<file path="src/rtl/mult8_sequencer.sv">
// 8x8 unsigned multiply sequenced through one shared 4-bit multiplier.
// Optional ZERO_SKIP_EN: skip partial products with a zero nibble operand.
module mult8_sequencer #(
  parameter int Width = 4
) (
  input  logic               clk,
  input  logic               rst_n,
  input  logic               start,
  input  logic [2*Width-1:0] a_in,
  input  logic [2*Width-1:0] b_in,
  output logic               busy,
  output logic               done,
  output logic [4*Width-1:0] result,
  output logic [Width-1:0]   mul_a,
  output logic [Width-1:0]   mul_b,
  input  logic [2*Width-1:0] mul_p
);

  typedef enum logic [2:0] {
    IDLE, PP0, PP1, PP2, PP3, DONE
  } state_t;

  state_t state, state_nx;

  logic [2*Width-1:0] a_r, b_r;
  logic [2*Width-1:0] a_src, b_src;
  logic [4*Width-1:0] acc, acc_nx;
  logic [4*Width-1:0] pp_ext;
  logic [3:0]         nz, rem, cand;
  logic               accept, load;

  assign pp_ext = {{(2*Width){1'b0}}, mul_p};
  assign accept = (state == IDLE) && start;

  // In IDLE the operands are still on the inputs, not in a_r/b_r.
  assign a_src = (state == IDLE) ? a_in : a_r;
  assign b_src = (state == IDLE) ? b_in : b_r;

`ifdef ZERO_SKIP_EN
  assign nz[0] = (|a_src[Width-1:0]) & (|b_src[Width-1:0]);
  assign nz[1] = (|a_src[Width-1:0]) & (|b_src[2*Width-1:Width]);
  assign nz[2] = (|a_src[2*Width-1:Width]) & (|b_src[Width-1:0]);
  assign nz[3] = (|a_src[2*Width-1:Width]) & (|b_src[2*Width-1:Width]);
`else
  assign nz = 4'hf;
`endif

  assign cand = rem & nz;

  always_comb begin
    state_nx = state;
    acc_nx   = acc;
    rem      = 4'h0;
    mul_a    = '0;
    mul_b    = '0;
    busy     = 1'b0;
    done     = 1'b0;
    unique case (state)
      IDLE: begin
        rem    = 4'b1111;
        acc_nx = '0;
      end
      PP0: begin
        rem    = 4'b1110;
        busy   = 1'b1;
        mul_a  = a_r[Width-1:0];
        mul_b  = b_r[Width-1:0];
        acc_nx = acc + pp_ext;
      end
      PP1: begin
        rem    = 4'b1100;
        busy   = 1'b1;
        mul_a  = a_r[Width-1:0];
        mul_b  = b_r[2*Width-1:Width];
        acc_nx = acc + (pp_ext << Width);
      end
      PP2: begin
        rem    = 4'b1000;
        busy   = 1'b1;
        mul_a  = a_r[2*Width-1:Width];
        mul_b  = b_r[Width-1:0];
        acc_nx = acc + (pp_ext << Width);
      end
      PP3: begin
        busy   = 1'b1;
        mul_a  = a_r[2*Width-1:Width];
        mul_b  = b_r[2*Width-1:Width];
        acc_nx = acc + (pp_ext << (2 * Width));
      end
      DONE: done = 1'b1;
      default: ;
    endcase
    if (state == DONE) begin
      state_nx = IDLE;
    end else if (state != IDLE || start) begin
      if (cand[0])      state_nx = PP0;
      else if (cand[1]) state_nx = PP1;
      else if (cand[2]) state_nx = PP2;
      else if (cand[3]) state_nx = PP3;
      else              state_nx = DONE;
    end
  end

  assign load = (state != DONE) && (state_nx == DONE);

  always_ff @(posedge clk or negedge rst_n) begin
    if (!rst_n) begin
      state  <= IDLE;
      a_r    <= '0;
      b_r    <= '0;
      acc    <= '0;
      result <= '0;
    end else begin
      state <= state_nx;
      if (accept) begin
        a_r <= a_in;
        b_r <= b_in;
      end
      if (accept || busy) acc <= acc_nx;
      if (load) result <= acc_nx;
    end
  end

endmodule

</file>
<file path="config.mk">
export PLATFORM = sky130hd
export DESIGN_NAME = mult8_sequencer
export DESIGN_NICKNAME = d
export VERILOG_FILES = /design/src/rtl/mult8_sequencer.sv
export SDC_FILE = /design/constraint.sdc
export NUM_CORES = 1
export LEC_CHECK = 0
export CORE_ASPECT_RATIO = 0.9
export CORE_MARGIN = 3
export CORE_UTILIZATION = 25
export CTS_CLUSTER_SIZE = 16
export DETAILED_ROUTE_END_ITERATION = 8
export GPL_TIMING_DRIVEN = 0
export PLACE_DENSITY_LB_ADDON = 0.25
export SYNTH_ARGS = -nofsm -noshare
export SYNTH_HDL_FRONTEND = slang
export SYNTH_SLANG_ARGS = --single-unit
</file>
<file path="constraint.sdc">
create_clock -name clk -period 6.32 [get_ports clk]
set_clock_uncertainty 0.2 [all_clocks]
set_input_delay 0.948 -clock clk [delete_from_list [all_inputs] [get_ports clk]]
set_output_delay 0.948 -clock clk [all_outputs]
set_load 0.005 [all_outputs]
</file>
# == Word-level counts from Yosys, hierarchy flattened ==
# Cells that the tools add are included.
# totals
n_memories,0
rom_bits,0
latch_bits,0
in_bits,27
register_bits,51
out_inout_bits,26
mem_bits_rw,0
# classes
addsub,3
n_reduce_logical,12
shifts,0
n_mux,12
n_lt_le_gt_ge,0
n_eq_ne,7
n_bitwise,0
n_mul,0
n_div,0
# ops
operator,count
16-bit case mux with 4 select lines,1
16-bit by 12-bit adder with 16-bit output,1
16-bit adder,1
16-bit by 8-bit adder with 16-bit output,1
4-bit case mux with 2 select lines,2
4-bit case mux with 4 select lines,1
3-bit 2-to-1 mux,5
2-bit OR reduction,5
3-bit == test (second input constant),3
3-bit by 2-bit == test with 1-bit output (second input constant),2
4-bit OR reduction,1
3-bit by 1-bit == test with 1-bit output (second input constant),1
3-bit zero test,1
1-bit 2-to-1 mux,3
3-bit != test (second input constant),1
3-bit nonzero test,1
1-bit logical AND,2
1-bit logical OR,2

# == Logic depth before layout (Yosys ltp) ==
# Gate-level depths: netlist of the first run.
# depth
depth_word,10
ltp_mapped,8
ltp_nobuf,8

# == Worst setup path after synthesis of the first run ==
# OpenSTA, ideal clock, no wires.
# synth_timing
path_type,input to register
start,in mul_p[2]
end,reg acc[15]
arrival_time_ps,2583
slack_ps,3403
stages,6
path_cell_list,ha_1 and3_1 a221oi_1 o21ai_1 a2111oi_0 a21oi_1
# synth_via
elab_chain_cells,2
# synth_rtl
element,line_no,text
start: declaration,16,input logic [2*Width-1:0] mul_p
"16-bit adder, or another cell as far along",88,acc_nx = acc + (pp_ext << (2 * Width));
16-bit case mux with 4 select lines *,58,unique case (state)
end signal: assignment,119,if (accept || busy) acc <= acc_nx;
end: declaration,27,"logic [4*Width-1:0] acc, acc_nx;"
# Every way passes the cells marked *; elsewhere a longest branch is shown, timed or not.
# A chain may end at the register's enable or synchronous reset.

# == Worst setup path in the final report of the first run ==
# layout_timing
start,reg state[2]
end,out busy
# layout_via
elab_chain_cells,3
# layout_rtl
element,line_no,text
start: declaration,23,"state_t state, state_nx;"
start signal: assignment,114,state <= state_nx;
"3-bit by 2-bit == test with 1-bit output, or another cell as far along",58,
4-bit OR reduction (no line) *,n/a,
1-bit 2-to-1 mux *,58,
end: declaration,11,"output logic busy,"
# Marked as above.

==> reports/results.ini, run 1 <==
[pwr]
p_comb_share_pct = 60.5
swShare_pct = 42.44
p_per_area_mw_per_mm2 = 542.8
power_leakage_nw = 1.874
seqPwrFrac_pct = 25.0
clockPowerShare_pct = 14.5
ir_worst_vdd_v = 0.0001467
intPower_mw = 1.426
p_sw_mw = 1.052

[global_route]
grt_remaining_overflow = 0
track_usage_pct = 14.18
antenna_found_initial = 0
grt_pass1_vias = 3296
grt_pass1_wl_um = 18240
grt_max_degree = 38

[die]
die_y_um = 119.8
rows = 40
ioPinCount = 53
die_x_um = 132.5
die_area_mm2 = 0.01588
start_util_pct = 26.25
coreArea_mm2 = 0.01371

[setup_path]
crit_required_ns = 5.17
critPathArrivalTime_ns = 2.86
cp-end-kind = output port
worstSetupPathType = flop to output port
reg2regPathDepth = 6
critPathLaunchType = flop
cp_max_fo = 10

[placed_design]
gp_congestion = 0.9021
io_buffers = 52
dp_hpwl_um = 8354
place_ws_ns = 2.352
placed_cells = 621

[yosys]
synth_top_family_by_area = compound AO/OA/AOI/OAI gates
synth_area_per_cell_um2 = 9.498
synth_compound_area_share_pct = 24.02
syn-num-nets = 432
synthCells = 379
synth_cell_types = 58
ys.warnings.count = 0
synth_mux_area_share_pct = 9.315
synthesis.area_mm2 = 0.003600
synth-xor-area-share_pct = 5.839
synthFlopType = dfrtp_1
synth_simple_gate_area_share_pct = 12.44
seq_area_frac_synth_pct = 35.45
synth-seq-cells = 51
async_flop_share_pct = 100.0
synth_fa_ha_area_share_pct = 9.663
synth_edf_count = 0

[sta]
finalSetupTns_ns = 0
period_minus_slack_ns = 4.010
hold_violations = 0
layout_setup_ws_ns = 2.310
max_slew.worst_pin.slew_ns = 1.224
max-slew-margin-rel_pct = 17.68
fmax_mhz = 249.4
drv_slew = 0
rsz0062_at_grt = false
setup_violations = 0
finalCritPeriodShare_pct = 63.44

[route]
vias = 3227
ant_nets = 0
drc_errors = 0
firstDrtPassIters = 4
viasPerCell = 5.130
dr.first_iter.drc_count = 280
routed_wl_um = 10940
routedWlPerCell_um = 17.39

[layout]
nets = 492
final_cell_mix = dfrtp_1, clkdlybuf4s50_1, nand2_1, a21oi_1, mux2_2
postLayoutCoreUtil_pct = 33.28
final_cells = 629
antennaDiodeCount = 0
nFillCells = 1431
layout-drive-gt1-share_pct = 10.91
area_growth_syn_to_layout_pct = 26.80

[flow_run]
drv_cap = 0

[clock_tree]
cts_buffer_depth = 2
holdBufCountCts = 0
path_clk_slew_ns = 0.08
root_buffer = clkbuf_16
cts_tree = yes
clock-sinks = 51
numCtsBuffers = 5
clock_latency_ns = 0.30
cts-resized-gates = 0
htree_levels = 2
post_cts_buffers = 0

[hold_path]
holdPathStages = 1
hold_path.class = flop to flop

[status]
status = finished clean

-- cell families (layout without fill, tap and decap cells) --
kind of cell | count (synthesis) | count (layout)
compound gates | 129 | 129
flops | 51 | 51
mux | 30 | 30
xor+xnor | 24 | 24
buf+inv | 26 | 87
fa+ha+maj | 26 | 26
simple gates | 93 | 93
-- through the flow --
step | hold slack (ns) | instance area [um2] | power (mW)
final | 0.3091 | 4564 | 2.478
after global routing | 0.3350 | 4564 | 2.696
after CTS | 0.3103 | 4564 | 2.486
after detailed placement | 0.2875 | 4372 | 2.116
after global placement | 0.2913 | 4357 | 2.099
after floorplan | 0.2715 | 3600 | 1.589
-- path summary, 6_finish.rpt --
kind,start,to,slack (ns)
max,state[2],busy,2.31
min,result[0],result[0],0.31
max reg2reg,acc[4],acc[15],3.58
min reg2reg,result[0],result[0],0.31
max in group asynchronous,rst_n,result[13],5.04
min in group asynchronous,rst_n,result[0],0.36
-- power by group through the flow --
stage / sequential, mW / combinational, mW / clock [mW]
floorplan: 0.590 / 0.999 / 0
global placement: 0.624 / 1.48 / 0
detailed placement: 0.626 / 1.49 / 0
global route: 0.648 / 1.67 / 0.382
CTS: 0.621 / 1.50 / 0.365
finish: 0.620 / 1.50 / 0.359
-- synthesized netlist by cell type, drive strengths merged (4+ instances only) --
| cell | n | area (um2) |
|---|---|---|
| a22o | 4 | 35.03 |
| a21oi | 30 | 150.1 |
| nor2 | 23 | 86.33 |
| buf | 9 | 53.80 |
| o22ai | 4 | 25.02 |
| nand3 | 4 | 25.02 |
| o211ai | 5 | 37.54 |
| clkbuf | 9 | 33.78 |
| a31oi | 7 | 43.79 |
| inv | 7 | 26.28 |
| a221o | 5 | 50.05 |
| dfrtp | 51 | 1276 |
| xor2 | 9 | 78.83 |
| o21ai | 27 | 135.1 |
| a211oi | 5 | 37.54 |
| nand2 | 38 | 142.6 |
| xnor2 | 15 | 131.4 |
| a32o | 4 | 40.04 |
| a22oi | 9 | 67.56 |
| ha | 23 | 287.8 |
| o21a | 4 | 30.03 |
| a21o | 9 | 67.56 |
| mux2 | 28 | 315.3 |
-- layout make-up --
cell class                      instances  area, um2  share of cell area (%)
Timing Repair Buffer                   53      535.5                   11.73
Multi-Input combinational cell        302       2206                   48.33
Tap cell                              189      236.5                   5.181
Clock inverter                          3      67.56                   1.480
Inverter                                8      30.03                  0.6579
Buffer                                 18      87.58                   1.919
Clock buffer                            5      125.1                   2.741
Sequential cell                        51       1276                   27.96
-- sequential cells by signal, summed over array words and instances, names as in the netlist --
register and cells:
a_r 8, acc 16, state 3, b_r 8
result 16
-- critical path, cell delays in order (launching register included) --
cell and delay (ns):
dfrtp_1 0.39, buf_1 0.45, clkbuf_1 0.51, clkbuf_1 0.50
xnor2_1 0.18, clkdlybuf4s50_1 0.52
-- layer usage --
metal / track usage, % / vias to the layer above / part of all wire [%] / routed length [um]
met3: 2.682 / 16 / 4.2 / 456
met4: 3.247 / 0 / 1.4 / 158
li1: - / 1556 / - / -
met2: 21.65 / 71 / 44 / 4867
met1: 20.70 / 1584 / 50 / 5455
met5: 0 / - / 0 / 0
Note: power is estimated with default switching activity, not from simulation.
==> inputs of run 2 (changes only) <==
==> constraint.sdc (replaced) <==
create_clock -name clk -period 3.9 [get_ports clk]
set_clock_uncertainty 0.2 [all_clocks]
set_input_delay 0.585 -clock clk [delete_from_list [all_inputs] [get_ports clk]]
set_output_delay 0.585 -clock clk [all_outputs]
set_load 0.005 [all_outputs]
==> results of run 2 <==
Same layout as run 1 (identical final DEF). Status: finished, violations left: negative hold slack.
Among the figures that moved: setup slack after placement 2.352 ns -> 0.2947 ns; setup slack after layout 2.310 ns -> 0.2533 ns; hold slack 0.3091 ns -> -0.006789 ns; number of hold violations in the final report 0 -> 14; register-to-register setup slack 3.58 ns -> 1.16 ns; total power 2.478 mW -> 4.015 mW; worst IR drop on VDD 0.0001467 V -> 0.0002377 V
